<file path="src/rtl/i2c_pkg.sv">
// rtl/i2c_pkg.sv - shared I2C opcodes and byte-engine state encodings
package i2c_pkg;

    localparam logic [1:0] OP_START = 2'd0;
    localparam logic [1:0] OP_STOP  = 2'd1;
    localparam logic [1:0] OP_WRITE = 2'd2;
    localparam logic [1:0] OP_READ  = 2'd3;

    localparam logic [1:0] Q_LAST   = 2'd3;
    localparam logic [2:0] BIT_LAST = 3'd7;

    typedef enum logic [2:0] {
        ST_IDLE,
        ST_START,
        ST_WRBIT,
        ST_RDBIT,
        ST_ACKRX,
        ST_ACKTX,
        ST_STOP
    } state_e;

endpackage

</file>
<file path="src/rtl/i2c_byte_master_if.sv">
// rtl/i2c_byte_master_if.sv - command/response handshake and open-drain bus bundle
interface i2c_byte_master_if;
    logic       cmd_valid;
    logic       cmd_ready;
    logic [1:0] cmd_op;
    logic [7:0] cmd_data;
    logic       cmd_mack;
    logic       rsp_valid;
    logic [7:0] rsp_data;
    logic       rsp_nack;
    logic       scl_oe;
    logic       sda_oe;
    logic       scl_i;
    logic       sda_i;

    modport master (
        input  cmd_valid, cmd_op, cmd_data, cmd_mack, scl_i, sda_i,
        output cmd_ready, rsp_valid, rsp_data, rsp_nack, scl_oe, sda_oe
    );

    modport slave (
        output cmd_valid, cmd_op, cmd_data, cmd_mack, scl_i, sda_i,
        input  cmd_ready, rsp_valid, rsp_data, rsp_nack, scl_oe, sda_oe
    );
endinterface

</file>
<file path="src/rtl/i2c_tick_gen.sv">
// rtl/i2c_tick_gen.sv - quarter-period tick divider with enable and restart
module i2c_tick_gen #(
    parameter int CLK_DIV = 125
) (
    input  logic clk,
    input  logic reset,
    input  logic en,
    input  logic restart,
    output logic tick
);
    localparam int CNT_W = (CLK_DIV > 1) ? $clog2(CLK_DIV) : 1;
    localparam logic [CNT_W-1:0] CNT_LAST = CNT_W'(CLK_DIV - 1);

    logic [CNT_W-1:0] cnt_q, cnt_d;

    assign tick = en & (cnt_q == CNT_LAST);

    // next count: restart wins, wrap on tick, hold while disabled
    always_comb begin
        cnt_d = cnt_q;
        if (restart || tick) begin
            cnt_d = '0;
        end else if (en) begin
            cnt_d = cnt_q + CNT_W'(1);
        end
    end

    // divider counter register
    always_ff @(posedge clk or posedge reset) begin
        if (reset) begin
            cnt_q <= '0;
        end else begin
            cnt_q <= cnt_d;
        end
    end
endmodule

</file>
<file path="src/rtl/i2c_byte_master.sv">
// rtl/i2c_byte_master.sv - I2C byte-level master engine; I2C_CLK_STRETCH_EN enables SCL stretching
module i2c_byte_master #(
    parameter int CLK_DIV = 125
) (
    input  logic                 clk,
    input  logic                 reset,
    i2c_byte_master_if.master    bus
);
    import i2c_pkg::*;

    state_e     state_q, state_d;
    logic [1:0] q_q, q_d, q_next;
    logic [2:0] bit_q, bit_d;
    logic [7:0] shreg_q, shreg_d;
    logic       mack_q, mack_d;
    logic       scl_oe_q, scl_oe_d;
    logic       sda_oe_q, sda_oe_d;
    logic [7:0] rsp_data_q, rsp_data_d;
    logic       rsp_nack_q, rsp_nack_d;
    logic       rsp_valid_q, rsp_valid_d;
    logic       cmd_ready, accept, busy, stall, tick;

    assign busy      = (state_q != ST_IDLE);
    assign cmd_ready = ~busy & ~rsp_valid_q;
    assign accept    = bus.cmd_valid & cmd_ready;

`ifdef I2C_CLK_STRETCH_EN
    // a released SCL still read low means the slave is stretching the clock
    assign stall = busy & ~scl_oe_q & ~bus.scl_i;
`else
    logic unused_scl_i;
    assign unused_scl_i = bus.scl_i;
    assign stall = 1'b0;
`endif

    i2c_tick_gen #(.CLK_DIV(CLK_DIV)) u_tick (
        .clk     (clk),
        .reset   (reset),
        .en      (busy & ~stall),
        .restart (accept | stall),
        .tick    (tick)
    );

    assign bus.cmd_ready = cmd_ready;
    assign bus.rsp_valid = rsp_valid_q;
    assign bus.rsp_data  = rsp_data_q;
    assign bus.rsp_nack  = rsp_nack_q;
    assign bus.scl_oe    = scl_oe_q;
    assign bus.sda_oe    = sda_oe_q;

    // bit/byte sequencing: q0 action applied at entry, later quarters on ticks
    always_comb begin
        state_d     = state_q;
        q_d         = q_q;
        bit_d       = bit_q;
        shreg_d     = shreg_q;
        mack_d      = mack_q;
        scl_oe_d    = scl_oe_q;
        sda_oe_d    = sda_oe_q;
        rsp_data_d  = rsp_data_q;
        rsp_nack_d  = rsp_nack_q;
        rsp_valid_d = 1'b0;
        q_next      = q_q + 2'd1;
        if (!busy) begin
            if (accept) begin
                q_d        = 2'd0;
                bit_d      = 3'd0;
                shreg_d    = bus.cmd_data;
                mack_d     = bus.cmd_mack;
                rsp_nack_d = 1'b0;
                case (bus.cmd_op)
                    OP_START: begin state_d = ST_START; sda_oe_d = 1'b0; end
                    OP_STOP:  begin state_d = ST_STOP;  sda_oe_d = 1'b1; end
                    OP_WRITE: begin state_d = ST_WRBIT; sda_oe_d = ~bus.cmd_data[7]; end
                    default:  begin state_d = ST_RDBIT; sda_oe_d = 1'b0; end
                endcase
            end
        end else if (tick) begin
            if (q_q != Q_LAST) begin
                q_d = q_next;
                case (q_next)
                    2'd1: scl_oe_d = 1'b0;
                    2'd2: begin
                        case (state_q)
                            ST_START: sda_oe_d   = 1'b1;
                            ST_STOP:  sda_oe_d   = 1'b0;
                            ST_RDBIT: shreg_d    = {shreg_q[6:0], bus.sda_i};
                            ST_ACKRX: rsp_nack_d = bus.sda_i;
                            default:  ;
                        endcase
                    end
                    default: if (state_q != ST_STOP) scl_oe_d = 1'b1;
                endcase
            end else begin
                q_d = 2'd0;
                case (state_q)
                    ST_WRBIT: begin
                        shreg_d = {shreg_q[6:0], 1'b0};
                        if (bit_q == BIT_LAST) begin
                            state_d  = ST_ACKRX;
                            sda_oe_d = 1'b0;
                        end else begin
                            bit_d    = bit_q + 3'd1;
                            sda_oe_d = ~shreg_q[6];
                        end
                    end
                    ST_RDBIT: begin
                        if (bit_q == BIT_LAST) begin
                            state_d  = ST_ACKTX;
                            sda_oe_d = ~mack_q;
                        end else begin
                            bit_d    = bit_q + 3'd1;
                            sda_oe_d = 1'b0;
                        end
                    end
                    ST_ACKTX: begin
                        rsp_data_d  = shreg_q;
                        sda_oe_d    = 1'b0;
                        state_d     = ST_IDLE;
                        rsp_valid_d = 1'b1;
                    end
                    default: begin
                        state_d     = ST_IDLE;
                        rsp_valid_d = 1'b1;
                    end
                endcase
            end
        end
    end

    // engine state and bus drive registers
    always_ff @(posedge clk or posedge reset) begin
        if (reset) begin
            state_q     <= ST_IDLE;
            q_q         <= 2'd0;
            bit_q       <= 3'd0;
            shreg_q     <= 8'd0;
            mack_q      <= 1'b0;
            scl_oe_q    <= 1'b0;
            sda_oe_q    <= 1'b0;
            rsp_data_q  <= 8'd0;
            rsp_nack_q  <= 1'b0;
            rsp_valid_q <= 1'b0;
        end else begin
            state_q     <= state_d;
            q_q         <= q_d;
            bit_q       <= bit_d;
            shreg_q     <= shreg_d;
            mack_q      <= mack_d;
            scl_oe_q    <= scl_oe_d;
            sda_oe_q    <= sda_oe_d;
            rsp_data_q  <= rsp_data_d;
            rsp_nack_q  <= rsp_nack_d;
            rsp_valid_q <= rsp_valid_d;
        end
    end
endmodule

</file>
<file path="src/flat_wrapper.sv">
// flat-port wrapper written by rule: the top's interface ports become plain ports
module i2c_byte_master_flat import i2c_pkg::*;
#(
    parameter int CLK_DIV = 125
)
  (clk, reset, bus_cmd_valid, bus_cmd_op, bus_cmd_data, bus_cmd_mack, bus_scl_i, bus_sda_i, bus_cmd_ready, bus_rsp_valid, bus_rsp_data, bus_rsp_nack, bus_scl_oe, bus_sda_oe);
  i2c_byte_master_if bus_i ();
  input  logic clk;
  input  logic reset;
  input wire logic [$bits(bus_i.cmd_valid)-1:0] bus_cmd_valid;
  input wire logic [$bits(bus_i.cmd_op)-1:0] bus_cmd_op;
  input wire logic [$bits(bus_i.cmd_data)-1:0] bus_cmd_data;
  input wire logic [$bits(bus_i.cmd_mack)-1:0] bus_cmd_mack;
  input wire logic [$bits(bus_i.scl_i)-1:0] bus_scl_i;
  input wire logic [$bits(bus_i.sda_i)-1:0] bus_sda_i;
  output wire logic [$bits(bus_i.cmd_ready)-1:0] bus_cmd_ready;
  output wire logic [$bits(bus_i.rsp_valid)-1:0] bus_rsp_valid;
  output wire logic [$bits(bus_i.rsp_data)-1:0] bus_rsp_data;
  output wire logic [$bits(bus_i.rsp_nack)-1:0] bus_rsp_nack;
  output wire logic [$bits(bus_i.scl_oe)-1:0] bus_scl_oe;
  output wire logic [$bits(bus_i.sda_oe)-1:0] bus_sda_oe;
  assign bus_i.cmd_valid = bus_cmd_valid;
  assign bus_i.cmd_op = bus_cmd_op;
  assign bus_i.cmd_data = bus_cmd_data;
  assign bus_i.cmd_mack = bus_cmd_mack;
  assign bus_i.scl_i = bus_scl_i;
  assign bus_i.sda_i = bus_sda_i;
  assign bus_cmd_ready = bus_i.cmd_ready;
  assign bus_rsp_valid = bus_i.rsp_valid;
  assign bus_rsp_data = bus_i.rsp_data;
  assign bus_rsp_nack = bus_i.rsp_nack;
  assign bus_scl_oe = bus_i.scl_oe;
  assign bus_sda_oe = bus_i.sda_oe;
  i2c_byte_master #(.CLK_DIV(CLK_DIV)) u_core (.clk(clk), .reset(reset), .bus(bus_i));
endmodule
</file>
<file path="config.mk">
export PLATFORM = sky130hd
export DESIGN_NAME = i2c_byte_master_flat
export DESIGN_NICKNAME = d
export VERILOG_FILES = /design/src/rtl/i2c_pkg.sv /design/src/rtl/i2c_byte_master_if.sv /design/src/rtl/i2c_tick_gen.sv /design/src/rtl/i2c_byte_master.sv /design/src/flat_wrapper.sv
export SDC_FILE = /design/constraint.sdc
export NUM_CORES = 1
export LEC_CHECK = 0
export ABC_AREA = 1
export BUFFER_PORTS_ARGS = -buffer_cell sky130_fd_sc_hd__buf_2
export CAP_MARGIN = 25
export CELL_PAD_IN_SITES_DETAIL_PLACEMENT = 0
export CELL_PAD_IN_SITES_GLOBAL_PLACEMENT = 1
export CORE_MARGIN = 4
export CORE_UTILIZATION = 47
export CTS_BUF_LIST = sky130_fd_sc_hd__clkbuf_4 sky130_fd_sc_hd__clkbuf_8
export CTS_CLUSTER_SIZE = 28
export DETAILED_ROUTE_END_ITERATION = 8
export MAX_ROUTING_LAYER = met4
export PLACE_DENSITY = 0.88
export SYNTH_ARGS = -nofsm -noshare
export SYNTH_HDL_FRONTEND = slang
export SYNTH_SLANG_ARGS = --single-unit
</file>
<file path="constraint.sdc">
create_clock -name clk -period 4 [get_ports clk]
set_clock_uncertainty 0.1 [all_clocks]
set_input_delay 0 -clock clk [delete_from_list [all_inputs] [get_ports clk]]
set_output_delay 0 -clock clk [all_outputs]
set_load 0.005 [all_outputs]
</file>
==> results.md <==
- Status: complete, no violations
- Fin util: 57.3%
- Die H: 76.5 µm
- FILL cells: 442
- Cell breakdown of the critical path: nor2_8 > nand2_8 > inv_2 > nor2_1 > nor2_1 > nand3_1 > nand2_1 > nand2_1
- Reg-to-reg endpoint: u_core.state_q[2]
- Worst EP required: 4.08 ns
- Worst-skew pair later-pin latency: 0.29 ns
- Detailed Place HPWL: 3480 µm
- Total Routing Usage GR: 18.3%
- Worst-path maximum fanout: 27
- Reg-to-reg slack, setup: 2.06 ns
- Sequential share of the synthesized area: 40.8%
- TritonCTS Sinks: 36
- Post-route ant nets: 0
- Critical path class: flop to flop
- Vias in the first global route: 1849
- Footprint of the multi-input gates: 1140 µm²
- Final nets: 349
- Slew headroom: 70.0%
- Initial core utilization: 49.6%
- Via count: 1931
- Cell row count: 24
- Hold depth: 3
- WL/cell: 12.6 µm
- YS warnings: 0
- Yosys reg bits: 36
- RSZ-0062 raised after global routing: no
- Pin count of the biggest net entering global routing: 37
- Share of layout cells above drive strength 1: 18.9%
- Max Transition Viols Final: 0
- Largest cells by area after synthesis: dfrtp_1 (41%), nand2_1 (17%), nand3_1 (6.4%), ha_1 (6.2%), inv_1 (3.7%)
- Hold path start: bus_cmd_valid
- DRT Wirelength: 4730 µm
- Top-area cell type share of the netlist area: 40.8%
- R2R depth: 8
- First-pass GRT wire length: 8450 µm
- Crit. End Element: flop
- Ant. Diodes: 0
- Max-Cap Viols: 0
- H-tree depth: 2
- Launching point of the worst reg2reg path: u_core.state_q[0]
- IO buf count: 27
- VDD IR max: 288 µV
- Final std cells w/o fill: 375
- CTS buffer count: 5
- Fmax: 514 MHz
- Hold Fails Final Rpt: 0
- Die X: 76.5 µm
- Gate Count Post-Synth: 283
- Delay of the slowest cell on the worst path: 0.51 ns
- Syn Std Cell Area: 2210 µm²
- Final setup vio count: 0
- Worst-case clock buffer depth: 2
- Total negative setup slack: 0 ns
- Slowest CP cell: dfrtp_1
- Startpoint Class: flop
- Post-synthesis cell type count: 30
- Drt via density: 5.15
- Root Buffer: clkbuf_8
- Io pins: 29
- Yosys top cell by area: dfrtp_1
- PD cells: 612 nW/µm²
- CTS tree: built
- CTS clk-pin slew, worst paths: 0.08 ns
- Post-route minimum period: 1.94 ns
- Residual DRC: 0
- Worst Setup SP: u_core.state_q[0]
- Gp weighted congestion: 0.804
- Worst Path Buf+Inv: 1
- Crit path max-delay family: simple AND/OR/NAND/NOR gates
- Leak Pwr: 1.35 nW
- DP Cell Count: 357
- Hold path endpoint: u_core.u_tick.cnt_q[3]
- Core area: 4440 µm²
- Die area: 5850 µm²
- Avg Cell Area, Syn: 7.79 µm²
- Detailed Route Iter0 Violations: 84
- Total gr overflow: 0
- Initial antenna violation count: 0
- Hold WC Path Type: input pin to flop
- Slew @ Worst Pin: 0.450 ns
- Reg area: 901 µm²
- Worst Path Arrival: 2.03 ns
- Area Growth Syn to Fin: 15.5%
- Final period util: 48.6%
- Post-CTS Setup Bufs: 0
- Drt pass-1 iters: 4
- Syn_nets: 310
-- synthesized netlist by cell type, drive strengths merged --
master,count
mux2,1
a21oi,9
a31oi,1
nand4,13
clkinv,1
or2,1
nand3,32
buf,6
dfrtp,36
nor2,20
inv,27
ha,11
nor3,3
o21a,2
o21ai,16
nand2,104
-- cell type report --
type | count | area share, %
Clock buffer | 5 | 2.70
Clock inverter | 3 | 0.737
Inverter | 28 | 4.32
Multi-Input combinational cell | 213 | 44.8
Sequential cell | 36 | 35.4
Tap cell | 52 | 2.55
Timing Repair Buffer | 38 | 9.53
-- worst max-delay path by stage --
stage,end,slack (ns),depth (start not counted)
2_1_floorplan,u_core.bit_q[0],2.41,9
3_3_place_gp,u_core.state_q[1],2.07,8
3_5_place_dp,u_core.state_q[0],2.05,8
4_1_cts,u_core.state_q[0],2.04,8
5_1_grt,u_core.state_q[2],1.88,8
6_report,u_core.state_q[2],2.06,8
-- routing by layer --
layer | vias to the layer above | global-route usage, % | wire length [µm]
met1 | 889 | 23.5 | 2230
met2 | 32 | 29.3 | 2260
met5 | - | - | 0
met4 | 0 | 4.89 | 61
met3 | 6 | 4.02 | 183
li1 | 1004 | - | -
-- report_power, final --
part | internal [W] | switching [W] | leakage [nW]
registers | 0.000473 | 0.000115 | 0.471
logic | 0.000247 | 0.000469 | 0.834
clock network | 0.000121 | 0.000135 | 0.0479
-- state kept, by name, indices dropped and copies added, names as in the netlist --
register / cells
u_core.bus.rsp_nack: 1
u_core.u_tick.cnt_q: 7
u_core.bus.rsp_data: 8
u_core.state_q: 3
u_core.bit_q: 3
u_core.bus.scl_oe: 1
u_core.q_q: 2
u_core.shreg_q: 8
u_core.mack_q: 1
u_core.bus.sda_oe: 1
u_core.bus.rsp_valid: 1
-- layout by cell type (no fill, tap or decap), types with 7 or more instances in the layout --
cell type / count
a21oi_1: 7
buf_2: 27
dfrtp_1: 36
dlygate4sd3_1: 10
ha_1: 11
inv_1: 22
nand2_1: 97
nand3_1: 28
nand4_1: 12
nor2_1: 18
o21ai_0: 8
o21ai_1: 8
-- cells by family (layout without fill, tap and decap cells) --
kind of cell / after synthesis / after routing / synth area share [%]
flip-flops: 36 / 36 / 40.8
buffers and inverters: 34 / 74 / 7.43
AND/OR/NAND/NOR: 173 / 173 / 38.0
AO/OA/AOI/OAI: 28 / 28 / 6.98
adder cells (fa/ha/maj): 11 / 11 / 6.24
multiplexers: 1 / 1 / 0.510
-- worst min-delay path, stage by stage --
cell,delay [ns]
buf_2,0.12
a21oi_2,0.11
o21a_1,0.19
-- timing repair --
item / 4_1_cts / 5_1_grt
endpoints found under the setup margin: 0 / 0
resized for setup: 0 / 0
endpoints found under the hold margin: 45 / 0
hold buffers: 10 / 0
-- per-stage QoR --
| stage | power [W] | cell area (µm²) | hold WS (ns) | setup WS [ns] |
|---|---|---|---|---|
| floorplan | 0.00116 | 2210 | 0.0485 | 2.41 |
| global placement | 0.00130 | 2360 | 0.0306 | 2.07 |
| detailed placement | 0.00130 | 2360 | 0.0317 | 2.05 |
| CTS | 0.00158 | 2550 | 0.0563 | 2.04 |
| global route | 0.00172 | 2550 | 0.0738 | 1.88 |
| finish | 0.00156 | 2550 | 0.0630 | 2.06 |
Power figures use the tool's default switching activity.
